--- config.mk ---
export PLATFORM = sky130hd
export DESIGN_NAME = acc_dummy_gen_flat
export DESIGN_NICKNAME = d
export VERILOG_FILES = /design/src/rtl/acc_dummy_gen_pkg.sv /design/src/rtl/acc_dummy_gen_if.sv /design/src/rtl/acc_job_queue.sv /design/src/rtl/acc_dummy_gen.sv /design/src/flat_wrapper.sv
export SDC_FILE = /design/constraint.sdc
export NUM_CORES = 1
export LEC_CHECK = 0
export ABC_AREA = 0
export BUFFER_PORTS_ARGS = -buffer_cell sky130_fd_sc_hd__buf_2
export CAP_MARGIN = 15
export CORE_ASPECT_RATIO = 1.4
export CORE_MARGIN = 10
export CORE_UTILIZATION = 50
export DETAILED_ROUTE_END_ITERATION = 8
export GPL_TIMING_DRIVEN = 0
export PLACE_DENSITY_LB_ADDON = 0.2
export SLEW_MARGIN = 20
export SYNTH_ARGS = -nofsm -noshare
export SYNTH_HDL_FRONTEND = slang
export SYNTH_SLANG_ARGS = --single-unit
--- constraint.sdc ---
create_clock -name clk -period 5.1 [get_ports clk]
set_input_delay 0.51 -clock clk [delete_from_list [all_inputs] [get_ports clk]]
set_output_delay 0.51 -clock clk [all_outputs]
set_load 0.005 [all_outputs]
--- src/rtl/acc_dummy_gen_pkg.sv ---
// Shared types for the synthetic accelerator: fold modes, ratio/wait widths.
package acc_dummy_pkg;

  localparam int unsigned RATIO_W = 16;
  localparam int unsigned WAIT_W  = 14;

  typedef enum logic [1:0] {
    FOLD_LAST = 2'd0,
    FOLD_XOR  = 2'd1,
    FOLD_SUM  = 2'd2,
    FOLD_INV  = 2'd3
  } fold_mode_t;

  typedef logic [RATIO_W-1:0] ratio_t;
  typedef logic [WAIT_W-1:0]  wait_t;

  // A ratio of zero means one beat.
  function automatic ratio_t eff_ratio(input ratio_t r);
    return (r == '0) ? ratio_t'(1) : r;
  endfunction

endpackage

--- src/rtl/acc_dummy_gen_if.sv ---
// Consumer/producer valid-ready channels between the FIFO controller and the accelerator.
interface acc_dummy_gen_if #(
  parameter int unsigned DATA_W = 64
);
  logic              cons_valid;
  logic              cons_ready;
  logic [DATA_W-1:0] cons_data;
  logic              prod_valid;
  logic              prod_ready;
  logic [DATA_W-1:0] prod_data;

  // Accelerator side: sinks the consumer channel, sources the producer channel.
  modport slave (
    input  cons_valid, cons_data, prod_ready,
    output cons_ready, prod_valid, prod_data
  );

  // FIFO-controller side.
  modport master (
    output cons_valid, cons_data, prod_ready,
    input  cons_ready, prod_valid, prod_data
  );
endinterface

--- src/rtl/acc_job_queue.sv ---
// Circular job queue; each entry carries a result, a private countdown and an output beat count.
module acc_job_queue
  import acc_dummy_pkg::*;
#(
  parameter int unsigned DATA_W   = 64,
  parameter int unsigned MAX_JOBS = 4
) (
  input  logic                         clk,
  input  logic                         rst_n,
  input  logic                         push,
  input  logic [DATA_W-1:0]            push_result,
  input  wait_t                        push_wait,
  input  ratio_t                       push_deser,
  input  logic                         pop,
  output logic                         full,
  output logic                         empty,
  output logic [$clog2(MAX_JOBS):0]    count,
  output logic                         head_eligible,
  output logic [DATA_W-1:0]            head_result,
  output ratio_t                       head_deser
);

  localparam int unsigned IDX_W = $clog2(MAX_JOBS);
  localparam int unsigned PTR_W = IDX_W + 1;

  logic [PTR_W-1:0]  wr_ptr_q;
  logic [PTR_W-1:0]  rd_ptr_q;
  logic [DATA_W-1:0] result_q [MAX_JOBS];
  wait_t             cnt_q    [MAX_JOBS];
  ratio_t            deser_q  [MAX_JOBS];

  logic [IDX_W-1:0]  wr_idx;
  logic [IDX_W-1:0]  rd_idx;

  assign wr_idx        = wr_ptr_q[IDX_W-1:0];
  assign rd_idx        = rd_ptr_q[IDX_W-1:0];
  assign empty         = (wr_ptr_q == rd_ptr_q);
  assign full          = (wr_idx == rd_idx) && (wr_ptr_q[IDX_W] != rd_ptr_q[IDX_W]);
  assign count         = wr_ptr_q - rd_ptr_q;
  assign head_result   = result_q[rd_idx];
  assign head_deser    = deser_q[rd_idx];
  assign head_eligible = !empty && (cnt_q[rd_idx] == '0);

  // Pointer update; the wrap bit distinguishes full from empty.
  always_ff @(posedge clk or negedge rst_n) begin
    if (!rst_n) begin
      wr_ptr_q <= '0;
      rd_ptr_q <= '0;
    end else begin
      if (push) wr_ptr_q <= wr_ptr_q + PTR_W'(1);
      if (pop)  rd_ptr_q <= rd_ptr_q + PTR_W'(1);
    end
  end

  // Entry write on push; every other entry counts down on its own.
  always_ff @(posedge clk or negedge rst_n) begin
    if (!rst_n) begin
      for (int i = 0; i < int'(MAX_JOBS); i++) begin
        result_q[i] <= '0;
        cnt_q[i]    <= '0;
        deser_q[i]  <= '0;
      end
    end else begin
      for (int i = 0; i < int'(MAX_JOBS); i++) begin
        if (push && (wr_idx == IDX_W'(i))) begin
          result_q[i] <= push_result;
          cnt_q[i]    <= push_wait;
          deser_q[i]  <= push_deser;
        end else if (cnt_q[i] != '0) begin
          cnt_q[i] <= cnt_q[i] - wait_t'(1);
        end
      end
    end
  end

endmodule

--- src/rtl/acc_dummy_gen.sv ---
// Synthetic accelerator: folds ser-beat jobs, holds each result, then streams deser beats.
module acc_dummy_gen
  import acc_dummy_pkg::*;
#(
  parameter int unsigned DATA_W   = 64,
  parameter int unsigned MAX_JOBS = 4
) (
  input  logic                      clk,
  input  logic                      rst_n,
  input  ratio_t                    cfg_ser_ratio,
  input  ratio_t                    cfg_deser_ratio,
  input  wait_t                     cfg_wait_cycles,
  input  fold_mode_t                cfg_mode,
  acc_dummy_gen_if.slave            bus,
  output logic [$clog2(MAX_JOBS):0] jobs_in_flight,
  output logic                      busy
);

  typedef enum logic {S_FIRST, S_ACCUM} state_t;

  state_t            state_q;
  logic [DATA_W-1:0] acc_q;
  ratio_t            beat_cnt_q;
  ratio_t            ser_q;
  ratio_t            out_cnt_q;

  logic              q_full;
  logic              q_empty;
  logic              head_eligible;
  logic [DATA_W-1:0] head_result;
  ratio_t            head_deser;

  logic              cons_ready_c;
  logic              accept_c;
  logic [DATA_W-1:0] acc_base_c;
  logic [DATA_W-1:0] fold_c;
  ratio_t            ser_eff_c;
  logic              last_beat_c;
  logic              push_c;
  logic              fire_c;
  logic              pop_c;

  function automatic logic [DATA_W-1:0] fold(input fold_mode_t m,
                                             input logic [DATA_W-1:0] a,
                                             input logic [DATA_W-1:0] b);
    case (m)
      FOLD_LAST: return b;
      FOLD_XOR:  return a ^ b;
      FOLD_SUM:  return a + b;
      FOLD_INV:  return ~b;
      default:   return b;
    endcase
  endfunction

  // Intake datapath: ratio is sampled on the first beat, later beats use the latched copy.
  always_comb begin
    cons_ready_c = rst_n & ~q_full;
    accept_c     = bus.cons_valid & cons_ready_c;
    acc_base_c   = (state_q == S_FIRST) ? '0 : acc_q;
    ser_eff_c    = (state_q == S_FIRST) ? eff_ratio(cfg_ser_ratio) : ser_q;
    fold_c       = fold(cfg_mode, acc_base_c, bus.cons_data);
    last_beat_c  = ((beat_cnt_q + ratio_t'(1)) == ser_eff_c);
    push_c       = accept_c & last_beat_c;
  end

  // Intake fold FSM.
  always_ff @(posedge clk or negedge rst_n) begin
    if (!rst_n) begin
      state_q    <= S_FIRST;
      acc_q      <= '0;
      beat_cnt_q <= '0;
      ser_q      <= '0;
    end else if (accept_c) begin
      ser_q <= ser_eff_c;
      if (last_beat_c) begin
        state_q    <= S_FIRST;
        acc_q      <= '0;
        beat_cnt_q <= '0;
      end else begin
        state_q    <= S_ACCUM;
        acc_q      <= fold_c;
        beat_cnt_q <= beat_cnt_q + ratio_t'(1);
      end
    end
  end

  // Emit side: head entry streams result+i, popping on its final beat.
  always_comb begin
    fire_c = head_eligible & bus.prod_ready;
    pop_c  = fire_c && (out_cnt_q == (head_deser - ratio_t'(1)));
  end

  // Output beat counter for the head entry.
  always_ff @(posedge clk or negedge rst_n) begin
    if (!rst_n) begin
      out_cnt_q <= '0;
    end else if (fire_c) begin
      out_cnt_q <= pop_c ? '0 : (out_cnt_q + ratio_t'(1));
    end
  end

  acc_job_queue #(
    .DATA_W   (DATA_W),
    .MAX_JOBS (MAX_JOBS)
  ) u_queue (
    .clk           (clk),
    .rst_n         (rst_n),
    .push          (push_c),
    .push_result   (fold_c),
    .push_wait     (cfg_wait_cycles),
    .push_deser    (eff_ratio(cfg_deser_ratio)),
    .pop           (pop_c),
    .full          (q_full),
    .empty         (q_empty),
    .count         (jobs_in_flight),
    .head_eligible (head_eligible),
    .head_result   (head_result),
    .head_deser    (head_deser)
  );

  // Channel adapters; data is forced to zero whenever no beat is offered.
  assign bus.cons_ready = cons_ready_c;
  assign bus.prod_valid = head_eligible;
  assign bus.prod_data  = head_eligible ? (head_result + DATA_W'(out_cnt_q)) : '0;
  assign busy           = (state_q == S_ACCUM) | ~q_empty;

endmodule

--- src/flat_wrapper.sv ---
// flat-port wrapper written by rule: the top's interface ports become plain ports
module acc_dummy_gen_flat import acc_dummy_pkg::*;
#(
  parameter int unsigned DATA_W   = 64,
  parameter int unsigned MAX_JOBS = 4
)
  (clk, rst_n, cfg_ser_ratio, cfg_deser_ratio, cfg_wait_cycles, cfg_mode, jobs_in_flight, busy, bus_cons_valid, bus_cons_data, bus_prod_ready, bus_cons_ready, bus_prod_valid, bus_prod_data);
  acc_dummy_gen_if #(.DATA_W(DATA_W)) bus_i ();
  input  logic clk;
  input  logic rst_n;
  input  ratio_t cfg_ser_ratio;
  input  ratio_t cfg_deser_ratio;
  input  wait_t cfg_wait_cycles;
  input  fold_mode_t cfg_mode;
  output logic [$clog2(MAX_JOBS):0] jobs_in_flight;
  output logic busy;
  input wire logic [$bits(bus_i.cons_valid)-1:0] bus_cons_valid;
  input wire logic [$bits(bus_i.cons_data)-1:0] bus_cons_data;
  input wire logic [$bits(bus_i.prod_ready)-1:0] bus_prod_ready;
  output wire logic [$bits(bus_i.cons_ready)-1:0] bus_cons_ready;
  output wire logic [$bits(bus_i.prod_valid)-1:0] bus_prod_valid;
  output wire logic [$bits(bus_i.prod_data)-1:0] bus_prod_data;
  assign bus_i.cons_valid = bus_cons_valid;
  assign bus_i.cons_data = bus_cons_data;
  assign bus_i.prod_ready = bus_prod_ready;
  assign bus_cons_ready = bus_i.cons_ready;
  assign bus_prod_valid = bus_i.prod_valid;
  assign bus_prod_data = bus_i.prod_data;
  acc_dummy_gen #(.DATA_W(DATA_W), .MAX_JOBS(MAX_JOBS)) u_core (.clk(clk), .rst_n(rst_n), .cfg_ser_ratio(cfg_ser_ratio), .cfg_deser_ratio(cfg_deser_ratio), .cfg_wait_cycles(cfg_wait_cycles), .cfg_mode(cfg_mode), .bus(bus_i), .jobs_in_flight(jobs_in_flight), .busy(busy));
endmodule
**Yosys cells after proc, flatten, opt, wreduce, memory -nomap -nowiden**

Cells that the tools add are included.

- Word-level logic and storage cells: 101
- Bits of input ports: 116
- Register bits after elaboration: 495

- Magnitude comparators: 1
- Bitwise gates (word level): 10
- Eq/ne operators: 11
- $add $sub $neg: 12
- Reduce and logical (&&, ||, !) cells: 21
- Muxes and demuxes: 27

Operators by type and width:

| kind | count |
|---|---|
| two-way mux 64 bit | 5 |
| one-hot mux 64 bit (4 select lines) | 1 |
| two-way mux 14 bit | 10 |
| binary-select mux 64 bit (select 2 bit) | 1 |
| two-way mux 16 bit | 7 |
| adder 64 x 16 -> 64 bit | 1 |
| adder 64 bit | 1 |
| NOT 64 bit | 1 |
| bitwise XOR 64 bit | 1 |
| nonzero test 14 bit | 4 |
| subtractor 14 x 1 -> 14 bit, second input constant | 4 |
| adder 16 x 1 -> 16 bit, second input constant | 2 |
| binary-select mux 16 bit (select 2 bit) | 1 |
| equality test 16 bit | 2 |
| logical NOT 16 bit | 2 |
| binary-select mux 14 bit (select 2 bit) | 1 |
| subtractor 16 x 1 -> 16 bit, second input constant | 1 |
| logical NOT 14 bit | 1 |
| equality test 2 bit, second input constant | 4 |
| nonzero test 2 bit | 4 |
| logical AND 1 bit | 7 |
| adder 3 x 1 -> 3 bit, second input constant | 2 |
| AND 1 bit | 4 |
| equality test 2 x 1 -> 1 bit, second input constant | 2 |
| other kinds (11) | 13 |

**Longest topological paths before layout**

- Depth in word-level cells: 9
- Depth in mapped cells: 22

**Cells and area by module**

Synthesis repeated with hierarchy kept, for this count alone.

- Cells, all modules: 3842
- Area total of the unflattened synthesis: 31710.4 um2

Modules (own cells, without submodules):

| module | sequential area each (um2) | area each (um2) | instances | cells an instance |
|---|---|---|---|---|
| acc_job_queue | 9559.2 | 17528.1 | 1 | 1877 |
| acc_dummy_gen | 2827.7 | 14182.4 | 1 | 1965 |

**Worst setup path after synthesis**

No wires, ideal clock.

- Path kind: reg-to-output
- From: register u_core.u_queue.rd_ptr_q[0]
- To: output port bus_prod_data[63]
- Setup slack: -0.324 ns
- Stages on the path, launching flop included: 21
- Data required time: 4.590 ns
- Arrival time: 4.914 ns
- Path buffers: 9
- Path through: dfrtp_1 > buf_6 > buf_12 > buf_12 > buf_12 > buf_6 > buf_6 > buf_6 > buf_4 > buf_2 > mux4_2 > ha_1 > and3_1 > nand2_1 > or3_1 > a21oi_1 > o21ai_1 > a2111oi_4 > nand4_1 > xor2_1 > nor2_1

- Longest elaborated chain between the ends: 7
- Elaborated cells on any way between the ends: 13

Ends and longest elaborated chain:

| what | RTL line | RTL |
|---|---|---|
| start, declared | acc_job_queue.sv:27 | `logic [PTR_W-1:0] rd_ptr_q;` |
| start signal, assigned | acc_job_queue.sv:51 | `if (pop) rd_ptr_q <= rd_ptr_q + PTR_W'(1);` |
| parallel branches: the longest is 6 deep, another holds adder 64 x 16 -> 64 bit | n/a |  |
| two-way mux 64 bit (*) | acc_dummy_gen.sv:124 | `assign bus.prod_data = head_eligible ? (head_result + DATA_W'(out_cnt_q)) : '0;` |
| end, declared | flat_wrapper.sv:22 | `output wire logic [$bits(bus_i.prod_data)-1:0] bus_prod_data;` |

Every way passes the cells marked *. The select of a mux whose other input is x is not followed.

**Worst setup path in the final report**

Ends and elaborated chain as after synthesis.

==> metrics.md <==
| Metric | Value |
|---|---|
| Hold depth | `2` |
| Pins Over Slew Limit | `0` |
| CORE AREA | `61,050 um2` |
| Prevailing post-synth register cell | `dfrtp_1` |
| Maximum buffer depth of the clock tree | `3` |
| Synth top area share | `around 40%` |
| Fin crit share | `100.2%` |
| Clk_lat worst skew | `0.62 ns` |
| CP bufs+invs | `5` |
| Leak | `16.03 nW` |
| Endpoint type of the worst setup path | `output port` |
| # DRC | `0` |
| Setup Skew | `approximately 0.027 ns` |
| Total CTS buffers | `51` |
| Most common cell in the synthesized netlist | `nand2_1` |
| Crit path cell chain | `clkbuf_16 > buf_16 > buf_12 > mux4_2 > ha_4 > and3_4 > nand2_2 > or3_4 > a21oi_4 > o21ai_4 > a2111oi_4 > buf_6 > nand4_1 > xor2_1 > nor2_1 > buf_2` |
| Worst path required time | `4.59 ns` |
| Die area | `72,250 um2` |
| Slowest CP cell | `mux4_2` |
| Initial Utilization | `about half` |
| Final Hold Fails | `0` |
| Fraction of layout cells with a size suffix above 1 | `approximately 17%` |
| Achievable Freq | `195.7 MHz` |
| Nets | `about 4,000` |
| Vias in the first global route | `28,340` |
| Mean Syn Cell Area | `8.839 um2` |
| Yosys cell types | `93` |
| Hold Path Class | `input pin to flip-flop` |
| Hpwl dp | `82.13 mm` |
| Top cells by area in the synthesized netlist | `dfrtp_1 (40%), nand2_1 (8.8%), o21ai_0 (6.5%)` |
| Crit path kind | `flip-flop to output port` |
| Cell count after synthesis | `roughly 3,500` |
| Number of fill cells | `5,549` |
| WHS Endpoint | `u_core.ser_q[9]` |
| Util after Layout | `59.23%` |
| Setup ws final | `-0.01025 ns` |
| Final Wtd Congestion | `between 1 and 1.5` |
| Crit path max fanout | `7` |
| Worst R2R Setup Slack | `0.15 ns` |
| Max-Cap Viols | `0` |
| VDD IR max | `between 300 and 400 uV` |
| Final setup fails | `1` |
| Area grow syn2layout | `17.08%` |
| CTS HTree Levels | `2` |
| Die Height | `314.1 um` |
| RSZ-0062 raised after global routing | `true` |
| WL/cell | `23.94 um` |
| Power density over cell area | `between 400 and 500 nW/um2` |
| Total Wirelength | `~110 mm` |
| Worst path max stage delay | `around 0.56 ns` |
| Root Buffer | `clkbuf_16` |
| Worst-path clk slew | `about 0.060 ns` |
| Status | `complete, but fails checks` |
| I/O pins | `between 150 and 200` |
| Post-synth EDFFs | `0` |
| Initial DRC count | `about 3,000` |
| Cell Rows | `about 110` |
| Post-layout min period | `between 5 and 6 ns` |
| Power, Total | `17.92 mW` |
| Routed via count | `28,640` |
| Critical R2R Launch | `u_core.state_q` |
| Async S/R FF share, synth | `100.0%` |
| Syn nets | `3,706` |
| R2r worst-path depth | `15` |
| Critical Path Start Type | `flip-flop` |
| Hold_sp | `cfg_ser_ratio[9]` |
| CP top delay family | `simple AND/OR/NAND/NOR gates` |
| Tot GR Track Use | `around 30%` |
| Vias per inst | `~6.2` |
| CTS tree | `built` |
| Area of the mapped netlist | `30,880 um2` |
| Worst slew pin tran | `1.194 ns` |
| Synth warnings | `0` |
| DRT antenna net count | `0` |
| Port bufs | `185` |
| Pre-antenna DRT Iters | `6` |
| Initial antenna violation count | `4` |
| Sequential area share after synthesis | `around 40%` |
| R2R Path End | `u_core.u_queue.result_q[108]` |
| First-pass GRT wire length | `168.5 mm` |
| Synth top cells by count | `nand2_1 (722), dfrtp_1 (495), o21ai_0 (402)` |
| Largest net degree at the start of global routing | `98` |
| Chip Width | `230.0 um` |
| WP data arrival | `between 4 and 5 ns` |
| Max transition margin | `about a fifth` |
| Synth Register Bits | `495` |
| Overflow after GRT | `0` |
| Failing checks | `setup timing` |
| Synth area leader | `dfrtp_1` |
| # clock sinks | `495` |
==> per-stage QoR <==
stage | hold WS [ns] | TNS, ns | std cells | setup WS, ns | area, um2
after CTS | 0.1295 | -10.43 | 4625 | -0.3789 | 35790
after global routing | 0.1463 | -0.7671 | 4650 | -0.09752 | 36160
after detailed placement | 0.3767 | -437.86 | 4502 | -2.117 | 33080
after global placement | 0.4412 | -6645.78 | 4496 | -7.873 | 32880
after floorplan | 0.2144 | 0 | 3494 | 0.004320 | 30930
final | 0.1530 | -0.01025 | 4651 | -0.01025 | 36160
==> cell usage in the layout, fill, tap and decap left out, types with 20 or more instances in the layout <==
cell,count
buf_4,46
o221ai_1,21
a31oi_1,32
nand4_1,38
nor2_2,23
nand3_1,52
mux4_2,51
ha_1,84
and2_1,86
xnor2_1,93
nor4_1,30
clkbuf_16,55
mux2_2,51
nand2_1,710
a21o_1,42
nor3_1,48
xor2_1,89
clkbuf_1,170
a21oi_1,175
and3_1,34
nand2b_1,20
a211oi_1,22
nor2_1,215
o31ai_1,71
mux2i_1,24
buf_2,204
dfrtp_1,493
o21ai_0,389
inv_1,49
==> worst max path at each step <==
stage                                           from                      endpoint  slack [ns]  cells after the start
after detailed placement  u_core.u_queue.rd_ptr_q[1]             bus_prod_data[55]       -2.12                     21
after CTS                 u_core.u_queue.rd_ptr_q[0]             bus_prod_data[56]       -0.38                     22
after global routing                  u_core.state_q  u_core.u_queue.result_q[127]        -0.1                     17
after floorplan           u_core.u_queue.rd_ptr_q[0]             bus_prod_data[44]       0.004                     22
after global placement                         rst_n    u_core.u_queue.rd_ptr_q[0]       -7.87                      1
final                     u_core.u_queue.rd_ptr_q[0]             bus_prod_data[63]       -0.01                     16
==> where the power goes <==
part | total (mW) | switching (mW) | internal [mW] | leakage, nW
logic | 8.00 | 4.86 | 3.14 | 8.65
clock network | 3.93 | 1.68 | 2.25 | 0.848
registers | 5.99 | 0.770 | 5.22 | 6.53
==> metal layers <==
layer | part of all wire (%) | track usage [%] | routed length (um)
met1 | 38 | 36.50 | 42790
met2 | 48 | 50.32 | 53910
met3 | 6.9 | 4.120 | 7654
met4 | 6.3 | 17.58 | 6972
met5 | 0 | 0 | 0
==> worst reg2reg max path, cell delays in order, from the launching register on <==
cell and delay (ns):
dfrtp_1 0.32, buf_4 0.40, clkbuf_1 0.47, and2_1 0.21, ha_1 0.11, clkbuf_1 0.32, inv_1 0.18, nor3_1 0.38
nand2_1 0.16, nor4_1 0.63, a21o_1 0.37, a21oi_1 0.20, o21bai_1 0.20, xnor2_1 0.09, a21oi_1 0.54, o21ai_0 0.21
==> sequential cells by signal (all words and copies together), names as in the netlist <==
register                 count
u_core.u_queue.result_q    256
u_core.acc_q                64
u_core.u_queue.deser_q      64
u_core.u_queue.cnt_q        56
u_core.beat_cnt_q           16
u_core.out_cnt_q            16
u_core.ser_q                16
u_core.u_queue.rd_ptr_q      3
u_core.u_queue.wr_ptr_q      3
u_core.state_q               1
==> area by class of cell <==
| type | count | area [um2] | area share [%] |
|---|---|---|---|
| inverters | 49 | 183.9 | 0.5086 |
| flip-flops and latches | 495 | 12390 | 34.26 |
| repair buffers | 257 | 1760 | 4.869 |
| well taps | 817 | 1022 | 2.827 |
| diodes | 5 | 12.51 | 0.03460 |
| multi-input cells | 2727 | 18050 | 49.93 |
| plain buffers | 210 | 1016 | 2.810 |
| clock inverters | 22 | 277.8 | 0.7682 |
| clock buffers | 69 | 1444 | 3.993 |
==> what timing repair did <==
item | 4_1_cts | 5_1_grt
pin swaps | 63 | 39
hold buffers | 1 | 0
setup endpoints to repair | 524 | 180
buffers inserted | 40 | 25
hold endpoints to repair | 25 | 0
gates cloned | 2 | 2
resized for setup | 147 | 52
==> cell families (layout without fill, tap and decap cells) <==
| logic type | after synthesis | in the layout | share of synthesized area [%] |
|---|---|---|---|
| AO/OA/AOI/OAI | 907 | 907 | 17.68 |
| buffers and inverters | 272 | 607 | 3.918 |
| other | 0 | 5 | 0 |
| adder cells (fa/ha/maj) | 96 | 96 | 3.962 |
| AND/OR/NAND/NOR | 1376 | 1376 | 20.05 |
| XOR/XNOR | 192 | 192 | 5.469 |
| flip-flops | 495 | 495 | 40.11 |
| multiplexers | 156 | 156 | 8.812 |
No activity file was read; power rests on OpenSTA's default activity.
